[config.mk]
export PLATFORM = sky130hd
export DESIGN_NAME = fifo_wr_arbiter_flat
export DESIGN_NICKNAME = d
export VERILOG_FILES = /design/src/rtl/data_gen_pkg.sv /design/src/rtl/fifo_wr_arbiter_if.sv /design/src/rtl/rr_arbiter.sv /design/src/rtl/fifo_wr_arbiter.sv /design/src/flat_wrapper.sv
export SDC_FILE = /design/constraint.sdc
export NUM_CORES = 1
export LEC_CHECK = 0
export BUFFER_PORTS_ARGS = -buffer_cell sky130_fd_sc_hd__buf_2
export CAP_MARGIN = 30
export CORE_ASPECT_RATIO = 1.25
export CORE_UTILIZATION = 50
export DETAILED_ROUTE_END_ITERATION = 8
export GPL_ROUTABILITY_DRIVEN = 0
export PLACE_DENSITY = 0.82
export SLEW_MARGIN = 20
export SYNTH_ARGS = -nofsm -noshare
export SYNTH_HDL_FRONTEND = slang
export SYNTH_SLANG_ARGS = --single-unit
export TNS_END_PERCENT = 100
[constraint.sdc]
create_clock -name ap_clk -period 3.5 [get_ports ap_clk]
set_input_delay 0.525 -clock ap_clk [delete_from_list [all_inputs] [get_ports ap_clk]]
set_output_delay 0.525 -clock ap_clk [all_outputs]
set_load 0.02 [all_outputs]
[src/rtl/data_gen_pkg.sv]
// Shared types and helpers for the data generator / FIFO write arbiter slice.
// Holds the arbiter FSM state type and the round-robin pick function.
package data_gen_pkg;

  typedef enum logic [1:0] {
    IDLE  = 2'd0,
    ARB   = 2'd1,
    GRANT = 2'd2,
    DONE  = 2'd3
  } arb_state_t;

  localparam int MAX_REQ = 16;

  // Returns {found, idx}: first set bit of valid at or after ptr, wrapping at num.
  // ptr < num is assumed, so ptr + i never needs more than one subtraction of num.
  function automatic logic [4:0] rr_pick(input logic [15:0] valid,
                                         input logic [3:0]  ptr,
                                         input logic [4:0]  num);
    logic [4:0] res;
    logic [4:0] sum;
    logic [4:0] idx;
    logic       hit;
    res = 5'd0;
    hit = 1'b0;
    for (int i = 0; i < MAX_REQ; i++) begin
      sum = {1'b0, ptr} + 5'(i);
      idx = (sum >= num) ? (sum - num) : sum;
      if (!hit && (5'(i) < num) && valid[idx[3:0]]) begin
        res = {1'b1, idx[3:0]};
        hit = 1'b1;
      end else begin
        res = res;
      end
    end
    return res;
  endfunction

endpackage

[src/rtl/fifo_wr_arbiter_if.sv]
// Source streams plus FIFO write port shared by the arbiter.
// slave is the arbiter side; master is the sources/FIFO side.
interface fifo_wr_arbiter_if #(
  parameter int WIDTH   = 32,
  parameter int NUM_REQ = 4
);
  logic [NUM_REQ*WIDTH-1:0] s_tdata;
  logic [NUM_REQ-1:0]       s_tvalid;
  logic [NUM_REQ-1:0]       s_tlast;
  logic [NUM_REQ-1:0]       s_tready;
  logic                     fifo_wr_en;
  logic [WIDTH-1:0]         fifo_wr_data;
  logic                     fifo_full;

  modport master (
    output s_tdata, s_tvalid, s_tlast, fifo_full,
    input  s_tready, fifo_wr_en, fifo_wr_data
  );

  modport slave (
    input  s_tdata, s_tvalid, s_tlast, fifo_full,
    output s_tready, fifo_wr_en, fifo_wr_data
  );
endinterface

[src/rtl/rr_arbiter.sv]
// Combinational round-robin picker: first requesting source at or after ptr.
module rr_arbiter
  import data_gen_pkg::*;
#(
  parameter int  NUM_REQ = 4,
  localparam int IDX_W   = $clog2(NUM_REQ)
) (
  input  logic [NUM_REQ-1:0] req,
  input  logic [IDX_W-1:0]   ptr,
  output logic [IDX_W-1:0]   gnt_idx,
  output logic               gnt_vld
);

  logic [4:0] pick_s;

  // Widen to the helper's fixed 16-source form and narrow the result back
  always_comb begin
    pick_s  = rr_pick(16'(req), 4'(ptr), 5'(NUM_REQ));
    gnt_vld = pick_s[4];
    gnt_idx = IDX_W'(pick_s[3:0]);
  end

endmodule

[src/rtl/fifo_wr_arbiter.sv]
// fifo_wr_arbiter: packet-granular round-robin sharing of one FIFO write port.
// Define FIFO_WR_ARB_STATS_EN to add per-source packet counters on pkt_stat.
module fifo_wr_arbiter
  import data_gen_pkg::*;
#(
  parameter int WIDTH   = 32,
  parameter int NUM_REQ = 4
) (
  input  logic                  ap_clk,
  input  logic                  ap_rst,
  input  logic                  ap_start,
  output logic                  ap_done,
  output logic                  ap_idle,
  output logic                  ap_ready,
  input  logic [31:0]           pkt_total,
`ifdef FIFO_WR_ARB_STATS_EN
  output logic [NUM_REQ*32-1:0] pkt_stat,
`endif
  fifo_wr_arbiter_if.slave      bus
);

  localparam int IDX_W = $clog2(NUM_REQ);

  arb_state_t         state_r;
  arb_state_t         state_s;
  logic [IDX_W-1:0]   grant_r;
  logic [IDX_W-1:0]   rr_ptr_r;
  logic [IDX_W-1:0]   rr_next_s;
  logic [IDX_W-1:0]   gnt_idx_s;
  logic               gnt_vld_s;
  logic [31:0]        pkt_cnt_r;
  logic [31:0]        pkt_total_q_r;
  logic [31:0]        pkt_cnt_inc_s;
  logic [WIDTH-1:0]   src_data_s [NUM_REQ];
  logic [NUM_REQ-1:0] s_tready_s;
  logic [WIDTH-1:0]   wr_data_s;
  logic               open_s;
  logic               beat_s;
  logic               last_beat_s;
  logic               start_s;

  rr_arbiter #(.NUM_REQ(NUM_REQ)) u_rr (
    .req     (bus.s_tvalid),
    .ptr     (rr_ptr_r),
    .gnt_idx (gnt_idx_s),
    .gnt_vld (gnt_vld_s)
  );

  // Unpack the source lanes and derive the per-cycle handshake terms
  always_comb begin
    for (int i = 0; i < NUM_REQ; i++) begin
      src_data_s[i] = bus.s_tdata[i*WIDTH +: WIDTH];
    end
    open_s        = (state_r == GRANT) && !bus.fifo_full;
    beat_s        = open_s && bus.s_tvalid[grant_r];
    last_beat_s   = beat_s && bus.s_tlast[grant_r];
    start_s       = (state_r == IDLE) && ap_start;
    pkt_cnt_inc_s = pkt_cnt_r + 32'd1;
    rr_next_s     = (grant_r == IDX_W'(NUM_REQ - 1)) ? '0 : (grant_r + IDX_W'(1));
  end

  // Next-state logic
  always_comb begin
    state_s = state_r;
    case (state_r)
      IDLE: begin
        if (ap_start) begin
          state_s = (pkt_total == 32'd0) ? DONE : ARB;
        end else begin
          state_s = IDLE;
        end
      end
      ARB: begin
        if (gnt_vld_s) begin
          state_s = GRANT;
        end else begin
          state_s = ARB;
        end
      end
      GRANT: begin
        if (last_beat_s) begin
          state_s = (pkt_cnt_inc_s == pkt_total_q_r) ? DONE : ARB;
        end else begin
          state_s = GRANT;
        end
      end
      DONE:    state_s = IDLE;
      default: state_s = IDLE;
    endcase
  end

  // Status flags and the combinational grant mux toward the FIFO
  always_comb begin
    ap_idle             = (state_r == IDLE);
    ap_ready            = start_s;
    ap_done             = (state_r == DONE);
    s_tready_s          = '0;
    s_tready_s[grant_r] = open_s;
    wr_data_s           = beat_s ? src_data_s[grant_r] : '0;
  end

  assign bus.s_tready     = s_tready_s;
  assign bus.fifo_wr_en   = beat_s;
  assign bus.fifo_wr_data = wr_data_s;

  // State, grant, round-robin pointer and run counters
  always_ff @(posedge ap_clk) begin
    if (ap_rst) begin
      state_r       <= IDLE;
      grant_r       <= '0;
      rr_ptr_r      <= '0;
      pkt_cnt_r     <= 32'd0;
      pkt_total_q_r <= 32'd0;
    end else begin
      state_r <= state_s;
      if (start_s) begin
        pkt_total_q_r <= pkt_total;
        pkt_cnt_r     <= 32'd0;
        rr_ptr_r      <= '0;
      end else if ((state_r == ARB) && gnt_vld_s) begin
        grant_r <= gnt_idx_s;
      end else if (last_beat_s) begin
        rr_ptr_r  <= rr_next_s;
        pkt_cnt_r <= pkt_cnt_inc_s;
      end else begin
        pkt_cnt_r <= pkt_cnt_r;
      end
    end
  end

`ifdef FIFO_WR_ARB_STATS_EN
  logic [31:0] stat_r [NUM_REQ];

  // Per-source packet counts for the current run; held after completion
  always_ff @(posedge ap_clk) begin
    if (ap_rst || start_s) begin
      for (int i = 0; i < NUM_REQ; i++) begin
        stat_r[i] <= 32'd0;
      end
    end else if (last_beat_s) begin
      stat_r[grant_r] <= stat_r[grant_r] + 32'd1;
    end else begin
      stat_r[grant_r] <= stat_r[grant_r];
    end
  end

  // Pack the counters onto the output port
  always_comb begin
    for (int i = 0; i < NUM_REQ; i++) begin
      pkt_stat[i*32 +: 32] = stat_r[i];
    end
  end
`endif

endmodule

[src/flat_wrapper.sv]
// flat-port wrapper written by rule: the top's interface ports become plain ports
module fifo_wr_arbiter_flat import data_gen_pkg::*;
#(
  parameter int WIDTH   = 32,
  parameter int NUM_REQ = 4
)
  (ap_clk, ap_rst, ap_start, ap_done, ap_idle, ap_ready, pkt_total, bus_s_tdata, bus_s_tvalid, bus_s_tlast, bus_fifo_full, bus_s_tready, bus_fifo_wr_en, bus_fifo_wr_data);
  fifo_wr_arbiter_if #(.WIDTH(WIDTH), .NUM_REQ(NUM_REQ)) bus_i ();
  input  logic ap_clk;
  input  logic ap_rst;
  input  logic ap_start;
  output logic ap_done;
  output logic ap_idle;
  output logic ap_ready;
  input  logic [31:0] pkt_total;
  input wire logic [$bits(bus_i.s_tdata)-1:0] bus_s_tdata;
  input wire logic [$bits(bus_i.s_tvalid)-1:0] bus_s_tvalid;
  input wire logic [$bits(bus_i.s_tlast)-1:0] bus_s_tlast;
  input wire logic [$bits(bus_i.fifo_full)-1:0] bus_fifo_full;
  output wire logic [$bits(bus_i.s_tready)-1:0] bus_s_tready;
  output wire logic [$bits(bus_i.fifo_wr_en)-1:0] bus_fifo_wr_en;
  output wire logic [$bits(bus_i.fifo_wr_data)-1:0] bus_fifo_wr_data;
  assign bus_i.s_tdata = bus_s_tdata;
  assign bus_i.s_tvalid = bus_s_tvalid;
  assign bus_i.s_tlast = bus_s_tlast;
  assign bus_i.fifo_full = bus_fifo_full;
  assign bus_s_tready = bus_i.s_tready;
  assign bus_fifo_wr_en = bus_i.fifo_wr_en;
  assign bus_fifo_wr_data = bus_i.fifo_wr_data;
  fifo_wr_arbiter #(.WIDTH(WIDTH), .NUM_REQ(NUM_REQ)) u_core (.ap_clk(ap_clk), .ap_rst(ap_rst), .ap_start(ap_start), .ap_done(ap_done), .ap_idle(ap_idle), .ap_ready(ap_ready), .pkt_total(pkt_total), .bus(bus_i));
endmodule
==> summary.txt <==
CP Max Fanout: 35
Comb pwr share: 20.2%
CTS tree: done
post-synth cell types: 59
Post-Syn Area: 5260 sq um
crit path launch type: register
setup TNS: 0 ns
Pwr Density: 348 nW/um^2
clk sink count: 70
Avg Cell Area, Syn: 8.34 sq um
Final min period: 2.92 ns
Post-CTS Hold Buffers: 0
fillers: 857
flop-to-flop setup slack: 0.60 ns
root buffer cell: clkbuf_16
prevailing post-synth register cell: dfxtp_1
worst min-delay path class: input pin to register
Fin. Hold Viols: 0
detailed placement HPWL: 15.5 mm
sequential area share after synthesis: 26.6%
outcome: finished clean
CTS max path bufs: 2
GRT overflow: 0
H-tree depth: 3
Critical Path Start: u_core.grant_r[0]
Post-DRT Antenna Nets: 0
# IOs: 212
most frequent cells in the layout: 211 x buf_2, 97 x nand2_1, 69 x dfxtp_1, 52 x nor2_1, 48 x a21oi_1
max cap viols: 0
Post-CTS Resized: 0
Post-Syn Nets: 812
slew margin rel.: 45.8%
Async SR Flop Fraction: 0%
CP Capture Type: output port
DRC: 0
Post-synth EDFFs: 0
WL final: 19.4 mm
switching share of power: 27.0%
origin of the critical flop-to-flop path: u_core.rr_ptr_r[0]
P_leak: 2.87 nW
Max Fclk: 343 MHz
ranking of synthesized cells by area: dfxtp_1 27%, mux4_2 15%, nand2_1 6.9%
Yosys top cell area share: 26.6%
setup bufs post-CTS: 0
fin crit share: 83.3%
cell taking the most area after synthesis: dfxtp_1
DRT iter0 DRCs: 536
Starting Density: 51.8%
ratio of cells with drive above 1 in the final layout: 34.9%
Worst-Skew Late Latency: 0.34 ns
largest net degree at the start of global routing: 40
vias in the first global route: 5406
Clock transition at path regs: 0.06 ns
fin worst setup slack: 0.585 ns
fin nets: 995
first drt pass iteration count: 6
Slew Limit Fails: 0
Clock power frac: 42.7%
first-pass GRT wire length: 29.0 mm
FP Rows: 41
WL/cell: 20.1 um
WP data required: 2.97 ns
final setup skew: 0.00651 ns
Hold Crit Depth: 3
register bit total from synthesis: 70
Mapped Cells: 631
die extent in x: 93.8 um
r2r endpoint: u_core.state_r[1]
Die H: 117 um
I/O Buffers: 211
Reg power frac: 37.1%
maximum VDD drop: 0.526 mV
Net Switching: 0.631 mW
DIE AREA: 10900 sq um
internal power: 1.71 mW
initial antenna violation count: 20
Final setup viols: 0
synthesis-to-layout area growth: 27.7%
CP Class: register to output port
CP arrival: 2.39 ns
commonest non-fill, non-tap cell in the layout: buf_2
Reg2Reg Depth: 8
core area: 10200 sq um
via total after detailed routing: 5800
CP endpoint: bus_fifo_wr_data[13]
Global Route Usage Sum: 36.2%
Worst Tran Pin Value: 0.806 ns
Yosys warning count: 0
number of buffers created by CTS: 9
Avg Vias per Cell: 6.02
RSZ-0062 raised after global routing: no
post-place setup slack: 0.649 ns
[cell usage after synthesis, drive strengths merged (2+ instances only)]
| cell | n |
|---|---|
| a21oi | 48 |
| a22oi | 2 |
| a311oi | 2 |
| a31oi | 3 |
| and2 | 8 |
| and3 | 37 |
| and4 | 6 |
| buf | 18 |
| clkbuf | 31 |
| dfxtp | 70 |
| ha | 9 |
| inv | 11 |
| mux2 | 3 |
| mux4 | 36 |
| nand2 | 97 |
| nand2b | 5 |
| nand3 | 23 |
| nand4 | 22 |
| nor2 | 53 |
| nor2b | 4 |
| nor3 | 13 |
| nor3b | 3 |
| nor4 | 15 |
| o2111ai | 2 |
| o211ai | 3 |
| o21ai | 11 |
| o31ai | 2 |
| or3 | 7 |
| or4 | 3 |
| xnor2 | 41 |
| xor2 | 26 |
[metal layers]
layer  share of wire, %  global-route usage [%]
met5               0.30                       0
met4                5.0                    21.2
met3                 14                    17.5
met2                 47                    60.2
met1                 33                    37.0
[sequential cells by signal, summed over array words and instances (netlist names)]
name / count
u_core.rr_ptr_r: 2
u_core.pkt_total_q_r: 32
u_core.grant_r: 2
u_core.pkt_cnt_r: 32
u_core.state_r: 2
[critical path, cell delays in order (launching register included)]
cell and delay, ns:
dfxtp_2 0.67, mux4_2 0.84, and3_1 0.34, buf_2 0.18
[cell type report]
class	instances	area, sq um	area share [%]
clock inverter	6	92.6	1.38
multi-input combinational	500	3600	53.5
inverter	12	45.0	0.670
tap	129	161	2.40
sequential	70	1400	20.9
antenna	16	40.0	0.596
clock buffer	10	239	3.55
timing repair buffer	221	1140	17.0
[metrics by stage]
step / area (sq um) / hold WS, ns / power [mW] / instances / utilization [%]
6_report: 6720 / 0.432 / 2.34 / 964 / 66.2
5_1_grt: 6710 / 0.434 / 2.42 / 958 / 66.0
4_1_cts: 6680 / 0.424 / 2.34 / 948 / 65.8
3_5_place_dp: 6350 / 0.464 / 1.35 / 932 / 62.5
3_3_place_gp: 6350 / 0.462 / 1.33 / 932 / 62.5
2_1_floorplan: 5260 / 0.448 / 1.15 / 631 / -
[cell families (layout without fill, tap and decap cells)]
family | Yosys count | after routing | synth area share (%)
and+or+nand+nor | 299 | 299 | 29.2
adders and majority gates | 9 | 9 | 2.14
DFF | 70 | 70 | 26.6
buffers and inverters | 61 | 249 | 5.09
AOI/OAI and AO/OA | 85 | 85 | 9.51
muxes | 40 | 40 | 16.2
xor gates and xnor gates | 67 | 67 | 11.2
other | 0 | 16 | 0
[worst min-delay path by stage]
| stage | startpoint | to |
|---|---|---|
| floorplan | u_core.pkt_total_q_r[8] | u_core.pkt_total_q_r[8] |
| global placement | u_core.pkt_total_q_r[29] | u_core.pkt_total_q_r[29] |
| detailed placement | u_core.pkt_total_q_r[29] | u_core.pkt_total_q_r[29] |
| CTS | pkt_total[5] | u_core.pkt_total_q_r[5] |
| global route | pkt_total[14] | u_core.pkt_total_q_r[14] |
| finish | pkt_total[5] | u_core.pkt_total_q_r[5] |
[power groups by stage]
stage	logic [mW]	clock network (mW)	registers [mW]
finish	0.473	0.998	0.869
global route	0.510	1.04	0.871
CTS	0.467	1.01	0.867
detailed placement	0.464	0	0.884
global placement	0.450	0	0.882
floorplan	0.291	0	0.863
No activity file was read; power rests on OpenSTA's default activity.
